`config.mk`:
```
export PLATFORM = sky130hd
export DESIGN_NAME = serial_adder_seq_flat
export DESIGN_NICKNAME = d
export VERILOG_FILES = /design/src/rtl/serial_adder_seq_if.sv /design/src/rtl/serial_adder_seq.sv /design/src/flat_wrapper.sv
export SDC_FILE = /design/constraint.sdc
export NUM_CORES = 1
export LEC_CHECK = 0
export ABC_AREA = 1
export CORE_UTILIZATION = 43
export DETAILED_ROUTE_END_ITERATION = 8
export PLACE_DENSITY = 0.76
export SLEW_MARGIN = 40
export SYNTH_ARGS = -nofsm -noshare
export SYNTH_HDL_FRONTEND = slang
export SYNTH_SLANG_ARGS = --single-unit
```
`constraint.sdc`:
```
create_clock -name clk -period 1.25 [get_ports clk]
set_clock_uncertainty 0.15 [all_clocks]
set_input_delay 0.25 -clock clk [delete_from_list [all_inputs] [get_ports clk]]
set_output_delay 0.25 -clock clk [all_outputs]
set_load 0.005 [all_outputs]
```
`src/rtl/serial_adder_seq_if.sv`:
```
`default_nettype none
// ============================================================================
// serial_adder_seq_if : operand/result handshake bundle for serial_adder_seq
// Revision 1.0
// ============================================================================
interface serial_adder_seq_if #(
  parameter int WIDTH = 8
);
  logic             start;
  logic [WIDTH-1:0] a;
  logic [WIDTH-1:0] b;
  logic             cin;
  logic             busy;
  logic             done;
  logic [WIDTH-1:0] sum;
  logic             cout;

  modport master (
    output start, a, b, cin,
    input  busy, done, sum, cout
  );

  modport slave (
    input  start, a, b, cin,
    output busy, done, sum, cout
  );
endinterface
`default_nettype wire

```
`src/rtl/serial_adder_seq.sv`:
```
`default_nettype none
// ============================================================================
// serial_adder_seq : bit-serial adder, one full-adder cell reused WIDTH cycles
// Revision 1.0
// ============================================================================
module serial_adder_seq #(
  parameter int WIDTH = 8
) (
  input  logic               clk,
  input  logic               rst,
  serial_adder_seq_if.slave  bus
);

  localparam int             CW   = $clog2(WIDTH + 1);
  localparam logic [CW-1:0]  LAST = CW'(WIDTH - 1);

  typedef enum logic [0:0] {
    IDLE = 1'b0,
    RUN  = 1'b1
  } state_e;

  state_e           state_q, state_d;
  logic [WIDTH-1:0] a_sh_q, a_sh_d;
  logic [WIDTH-1:0] b_sh_q, b_sh_d;
  logic             carry_q, carry_d;
  logic [WIDTH-1:0] acc_q, acc_d;
  logic [CW-1:0]    cnt_q, cnt_d;
  logic [WIDTH-1:0] sum_q, sum_d;
  logic             cout_q, cout_d;
  logic             done_q, done_d;

  logic             w_s;
  logic             w_carry;
  logic [WIDTH-1:0] w_acc_shift;

  assign w_s     = a_sh_q[0] ^ b_sh_q[0] ^ carry_q;
  assign w_carry = (a_sh_q[0] & b_sh_q[0]) | (carry_q & (a_sh_q[0] ^ b_sh_q[0]));

  // The new sum bit enters at the MSB so after WIDTH shifts bit 0 sits at the LSB.
  generate
    if (WIDTH == 1) begin : g_acc_single
      assign w_acc_shift = w_s;
    end else begin : g_acc_multi
      assign w_acc_shift = {w_s, acc_q[WIDTH-1:1]};
    end
  endgenerate

  always_comb begin
    state_d = state_q;
    a_sh_d  = a_sh_q;
    b_sh_d  = b_sh_q;
    carry_d = carry_q;
    acc_d   = acc_q;
    cnt_d   = cnt_q;
    sum_d   = sum_q;
    cout_d  = cout_q;
    done_d  = 1'b0;

    case (state_q)
      IDLE: begin
        if (bus.start) begin
          state_d = RUN;
          a_sh_d  = bus.a;
          b_sh_d  = bus.b;
          carry_d = bus.cin;
          acc_d   = '0;
          cnt_d   = '0;
        end
      end
      RUN: begin
        a_sh_d  = a_sh_q >> 1;
        b_sh_d  = b_sh_q >> 1;
        carry_d = w_carry;
        acc_d   = w_acc_shift;
        cnt_d   = cnt_q + CW'(1);
        if (cnt_q == LAST) begin
          state_d = IDLE;
          sum_d   = w_acc_shift;
          cout_d  = w_carry;
          done_d  = 1'b1;
        end
      end
      default: state_d = IDLE;
    endcase
  end

  always_ff @(posedge clk) begin
    if (rst) begin
      state_q <= IDLE;
      a_sh_q  <= '0;
      b_sh_q  <= '0;
      carry_q <= 1'b0;
      acc_q   <= '0;
      cnt_q   <= '0;
      sum_q   <= '0;
      cout_q  <= 1'b0;
      done_q  <= 1'b0;
    end else begin
      state_q <= state_d;
      a_sh_q  <= a_sh_d;
      b_sh_q  <= b_sh_d;
      carry_q <= carry_d;
      acc_q   <= acc_d;
      cnt_q   <= cnt_d;
      sum_q   <= sum_d;
      cout_q  <= cout_d;
      done_q  <= done_d;
    end
  end

  assign bus.busy = (state_q == RUN);
  assign bus.done = done_q;
  assign bus.sum  = sum_q;
  assign bus.cout = cout_q;

endmodule
`default_nettype wire

```
`src/flat_wrapper.sv`:
```
// flat-port wrapper written by rule: the top's interface ports become plain ports
module serial_adder_seq_flat 
#(
  parameter int WIDTH = 8
)
  (clk, rst, bus_start, bus_a, bus_b, bus_cin, bus_busy, bus_done, bus_sum, bus_cout);
  serial_adder_seq_if #(.WIDTH(WIDTH)) bus_i ();
  input  logic clk;
  input  logic rst;
  input wire logic [$bits(bus_i.start)-1:0] bus_start;
  input wire logic [$bits(bus_i.a)-1:0] bus_a;
  input wire logic [$bits(bus_i.b)-1:0] bus_b;
  input wire logic [$bits(bus_i.cin)-1:0] bus_cin;
  output wire logic [$bits(bus_i.busy)-1:0] bus_busy;
  output wire logic [$bits(bus_i.done)-1:0] bus_done;
  output wire logic [$bits(bus_i.sum)-1:0] bus_sum;
  output wire logic [$bits(bus_i.cout)-1:0] bus_cout;
  assign bus_i.start = bus_start;
  assign bus_i.a = bus_a;
  assign bus_i.b = bus_b;
  assign bus_i.cin = bus_cin;
  assign bus_busy = bus_i.busy;
  assign bus_done = bus_i.done;
  assign bus_sum = bus_i.sum;
  assign bus_cout = bus_i.cout;
  serial_adder_seq #(.WIDTH(WIDTH)) u_core (.clk(clk), .rst(rst), .bus(bus_i));
endmodule
```
==> summary.md, run 1 <==
| Metric | Value |
|---|---|
| Share of layout cells above drive strength 1 | about 29% |
| Violated checks | negative setup slack |
| Arrival time of data at the critical path endpoint | 1.39 ns |
| Count of state elements after synthesis | 39 |
| IR drop worst, VDD | roughly 680 uV |
| Endpoint of the worst-slack reg-to-reg timing path | u_core.acc_q[7]$_SDFFE_PP0P_ |
| Switching Share | around a quarter |
| CP Data Required Time | about 1.3 ns |
| Post-synthesis sequential area ratio | 48.0% |
| Cell internal power dissipation | 1.85 mW |
| Number of cell instances on the worst register-to-register path | 3 |
| Register-to-Register Setup Slack | -0.06 ns |
| LEAKAGE | 1.10 nW |
| Detail-routed net length per standard cell | between 10 and 15 microns |
| Fin Setup TNS | -0.321 ns |
| Ratio of routed vias to standard cells | 4.82 |
| Starting density of the core | a little under half |
| DR vias | about 1500 |
| DIE HEIGHT | 63.5 microns |
| Clock-pin transition on the worst setup and hold timing paths | about 0.080 ns |
| Vias in the first global route | around 1300 |
| Fraction of power consumed by sequential logic | a little over half |
| Routability congestion estimate | 0.745 |
| Area delta synth->final | 43.7% |
| Cell breakdown of the critical path | fa_2, nand2_1, a21oi_2 |
| Pre-Repair DR Iteration Count | 4 |
| Met1 Wirelength | 1770 microns |
| Min-Delay Endpoint | u_core.bus.sum[0]$_SDFFE_PP0P_ |
| Worst Slack Setup Final | -0.0567 ns |
| Reported net switching power | 0.631 mW |
| Detailed placement HPWL | 2250 microns |
| Syn nets | 248 |
| H-Tree Depth | 2 |
| Endpoint class of the critical path | flip-flop |
| Maximum root-to-sink buffer count | 2 |
| ANT nets after route | 0 |
| # DRC | 0 |
| Master of the slowest instance on the critical path | fa_2 |
| Count of yosys warnings during synthesis | 0 |
| Type of the worst setup path | flip-flop to flip-flop |
| Fin crit share | 105% |
| Uppermost layer routed | met4 |
| TritonCTS clock tree | done |
| Maximum number of pins on one net before global-route repair | 18 |
| Outcome | finished, violations left |
| Number of hold buffers added after cts | 0 |
| Number of buffers created by CTS | 5 |
| Category of the worst setup path launch point | flip-flop |
| Placed cell areas | between 2000 and 2500 sq um |
| Drt initial violations | 92 |
| Grt total ovfl | 0 |
| Fraction of power consumed by the clock network | between 30% and 40% |
| Sink count of the clock tree | 39 |
| IO Port Bufs | 30 |
| Total power | 2.48 mW |
| Cell Pwr Density | between 1000 and 1500 nW/um^2 |
| Per-instance average area after synthesis | 7.20 sq um |
| Routed Wire Length | approximately 3700 microns |
| Final instance area | between 2000 and 2500 sq um |
| Placeable Area | 3470 sq um |
| Max incr delay on CP | 0.58 ns |
| Initial antenna violation count | 0 |
| Number of violations of the max-capacitance limit | 0 |
| Comb pwr share | between 10 and 15% |
| Antenna diodes | 0 |
| Tightest Hold Check Type | flip-flop to flip-flop |
| Final layout net count | 293 |
| Max Fclk | 765 MHz |
| Launch instance of the worst min-delay path | u_core.acc_q[1]$_SDFFE_PP0P_ |
| Num ports | 31 |
| Reg2Reg Launch Point | u_core.b_sh_q[0]$_SDFFE_PP0P_ |
| Clock latency reported for the late side of the worst-skew pair | 0.29 ns |
| Placement row count | 21 |
| Synth Cell Area | 1630 sq um |
| Slew at the pin closest to its max-slew limit | 0.239 ns |
| Time the worst path needs with I/O delays and setup | 1.31 ns |
| Cells after Synth | 226 |
| Width of the die | between 60 and 70 microns |
| Final max-slew violation count | 0 |
| RSZ-0062 raised after global routing | yes |
| Root Driver | clkbuf_8 |
| Number of hold violations in the final report | 0 |
| Number of setup violations in the final report | 17 |
| Hold path cells | 2 |
| Count of unique library cells instantiated by Yosys | 17 |
| Total met2 wirelength after detailed routing | 1750 microns |
| Total die area | 4040 sq um |
| Detail Route met3 WL | roughly 99 microns |
| Total routing resource utilization after global routing | a little under a fifth |
| Normalized max-slew margin | 84.0% |
| Global-route wire length before repair | around 5700 microns |
| Max Fanout on Critical Path | 2 |
-- critical path: cells and delay by family, from the launching register on --
kind	cells	cell delay, ns
flip-flops	1	0.34
adder cells (fa/ha/maj)	1	0.58
AO/OA/AOI/OAI	1	0.11
AND/OR/NAND/NOR	1	0.06
-- layer usage --
layer  global-route usage, %  vias up
li1                        -      803
met1                    22.3      698
met2                    28.7       24
met3                    5.43        7
met4                    7.67        0
met5                       0        -
-- placed cells by master (no fill, tap or decap) --
master / netlist / layout
buf_4: 4 / 14
o21ai_1: 2 / 2
ha_4: 0 / 1
clkbuf_1: 1 / 2
clkbuf_8: 0 / 5
clkdlybuf4s15_1: 0 / 10
dlygate4sd2_1: 0 / 1
inv_6: 0 / 1
dfxtp_2: 0 / 14
clkbuf_16: 0 / 1
a21oi_1: 12 / 5
nand3_1: 41 / 32
inv_2: 3 / 3
a21oi_2: 0 / 7
clkbuf_2: 0 / 1
clkinv_2: 0 / 1
nand2_4: 0 / 2
buf_12: 0 / 1
nand4_4: 0 / 1
inv_1: 17 / 16
nor2_4: 2 / 3
nand2_1: 91 / 77
clkdlybuf4s50_1: 0 / 18
nand2_2: 0 / 12
nand3_2: 0 / 9
fa_2: 0 / 1
buf_6: 1 / 2
nor2_1: 5 / 5
dfxtp_1: 39 / 25
-- state kept, by name (all words and copies together) (netlist names) --
| register | cells |
|---|---|
| u_core.bus.cout | 1 |
| u_core.acc_q | 7 |
| u_core.b_sh_q | 8 |
| u_core.carry_q | 1 |
| u_core.a_sh_q | 8 |
| u_core.bus.busy | 1 |
| u_core.cnt_q | 4 |
| u_core.bus.done | 1 |
| u_core.bus.sum | 8 |
-- power groups by stage --
stage	Combinational, mW	Sequential, mW	Clock [mW]
final	0.351	1.31	0.818
after CTS	0.299	1.31	0.825
after floorplan	0.163	1.33	0
after detailed placement	0.295	1.33	0
after global placement	0.289	1.33	0
after global routing	0.383	1.32	0.884
-- area by class of cell --
class | count | area (sq um)
Clock inverter | 1 | 5.00
Inverter | 20 | 80.1
Fill cell | 290 | 1130
Sequential cell | 39 | 798
Multi-Input combinational cell | 157 | 855
Timing Repair Buffer | 48 | 467
Tap cell | 46 | 57.6
Clock buffer | 7 | 76.3
-- how the worst max path moves through the flow --
stage | startpoint | end | depth (start not counted)
after floorplan | u_core.bus.busy$_SDFF_PP0_ | u_core.a_sh_q[5]$_SDFFE_PP0P_ | 7
after global placement | bus_start | u_core.a_sh_q[7]$_SDFFE_PP0P_ | 6
after detailed placement | bus_start | u_core.a_sh_q[7]$_SDFFE_PP0P_ | 6
after CTS | u_core.a_sh_q[0]$_SDFFE_PP0P_ | u_core.acc_q[7]$_SDFFE_PP0P_ | 3
after global routing | u_core.bus.busy$_SDFF_PP0_ | u_core.acc_q[1]$_SDFFE_PP0P_ | 5
final | u_core.b_sh_q[0]$_SDFFE_PP0P_ | u_core.acc_q[7]$_SDFFE_PP0P_ | 3
-- Yosys cell counts --
| library cell | count | share of area (%) |
|---|---|---|
| nand2_1 | 91 | 21 |
| nand3_1 | 41 | 13 |
| dfxtp_1 | 39 | 48 |
| inv_1 | 17 | 3.9 |
| a21oi_1 | 12 | 3.7 |
| nor2_1 | 5 | 1.2 |
| buf_2 | 4 | 1.2 |
| buf_4 | 4 | 1.8 |
| inv_2 | 3 | 0.69 |
| nor2_4 | 2 | 1.4 |
| o21ai_1 | 2 | 0.61 |
| buf_1 | 1 | 0.23 |
| buf_6 | 1 | 0.69 |
| clkbuf_1 | 1 | 0.23 |
| fa_1 | 1 | 1.2 |
| ha_1 | 1 | 0.77 |
| nand4_2 | 1 | 0.77 |
-- through the flow --
| step | hold WS, ns | setup slack (ns) | std cells | utilization [%] |
|---|---|---|---|---|
| after floorplan | 0.169 | 0.0204 | 226 | - |
| after global placement | 0.289 | -0.269 | 307 | 59.1 |
| after detailed placement | 0.297 | -0.308 | 307 | 59.1 |
| after CTS | 0.300 | -0.0452 | 316 | 62.8 |
| after global routing | 0.324 | -0.113 | 318 | 67.4 |
| final | 0.298 | -0.0567 | 318 | 67.4 |
-- timing repair --
| item | CTS | global route |
|---|---|---|
| hold endpoints to repair | 0 | 0 |
| setup buffers | 0 | 1 |
| endpoints found under the setup margin | 29 | 39 |
| resized for setup | 35 | 45 |
| pin swaps | 5 | 10 |
| cloned | 1 | 1 |
-- cells by family after synthesis --
family / share of synthesized area [%]
AOI/OAI and AO/OA: 4.30
adders and majority gates: 2.00
buffers and inverters: 8.84
DFF: 48.0
and+or+nand+nor: 36.9
(Power assumes the default switching activity.)
==> run 2: changes to the inputs <==
Settings changed: GPL_ROUTABILITY_DRIVEN set to 0.
==> results of run 2 <==
No change in the layout: final DEF, timing and power equal those of run 1.
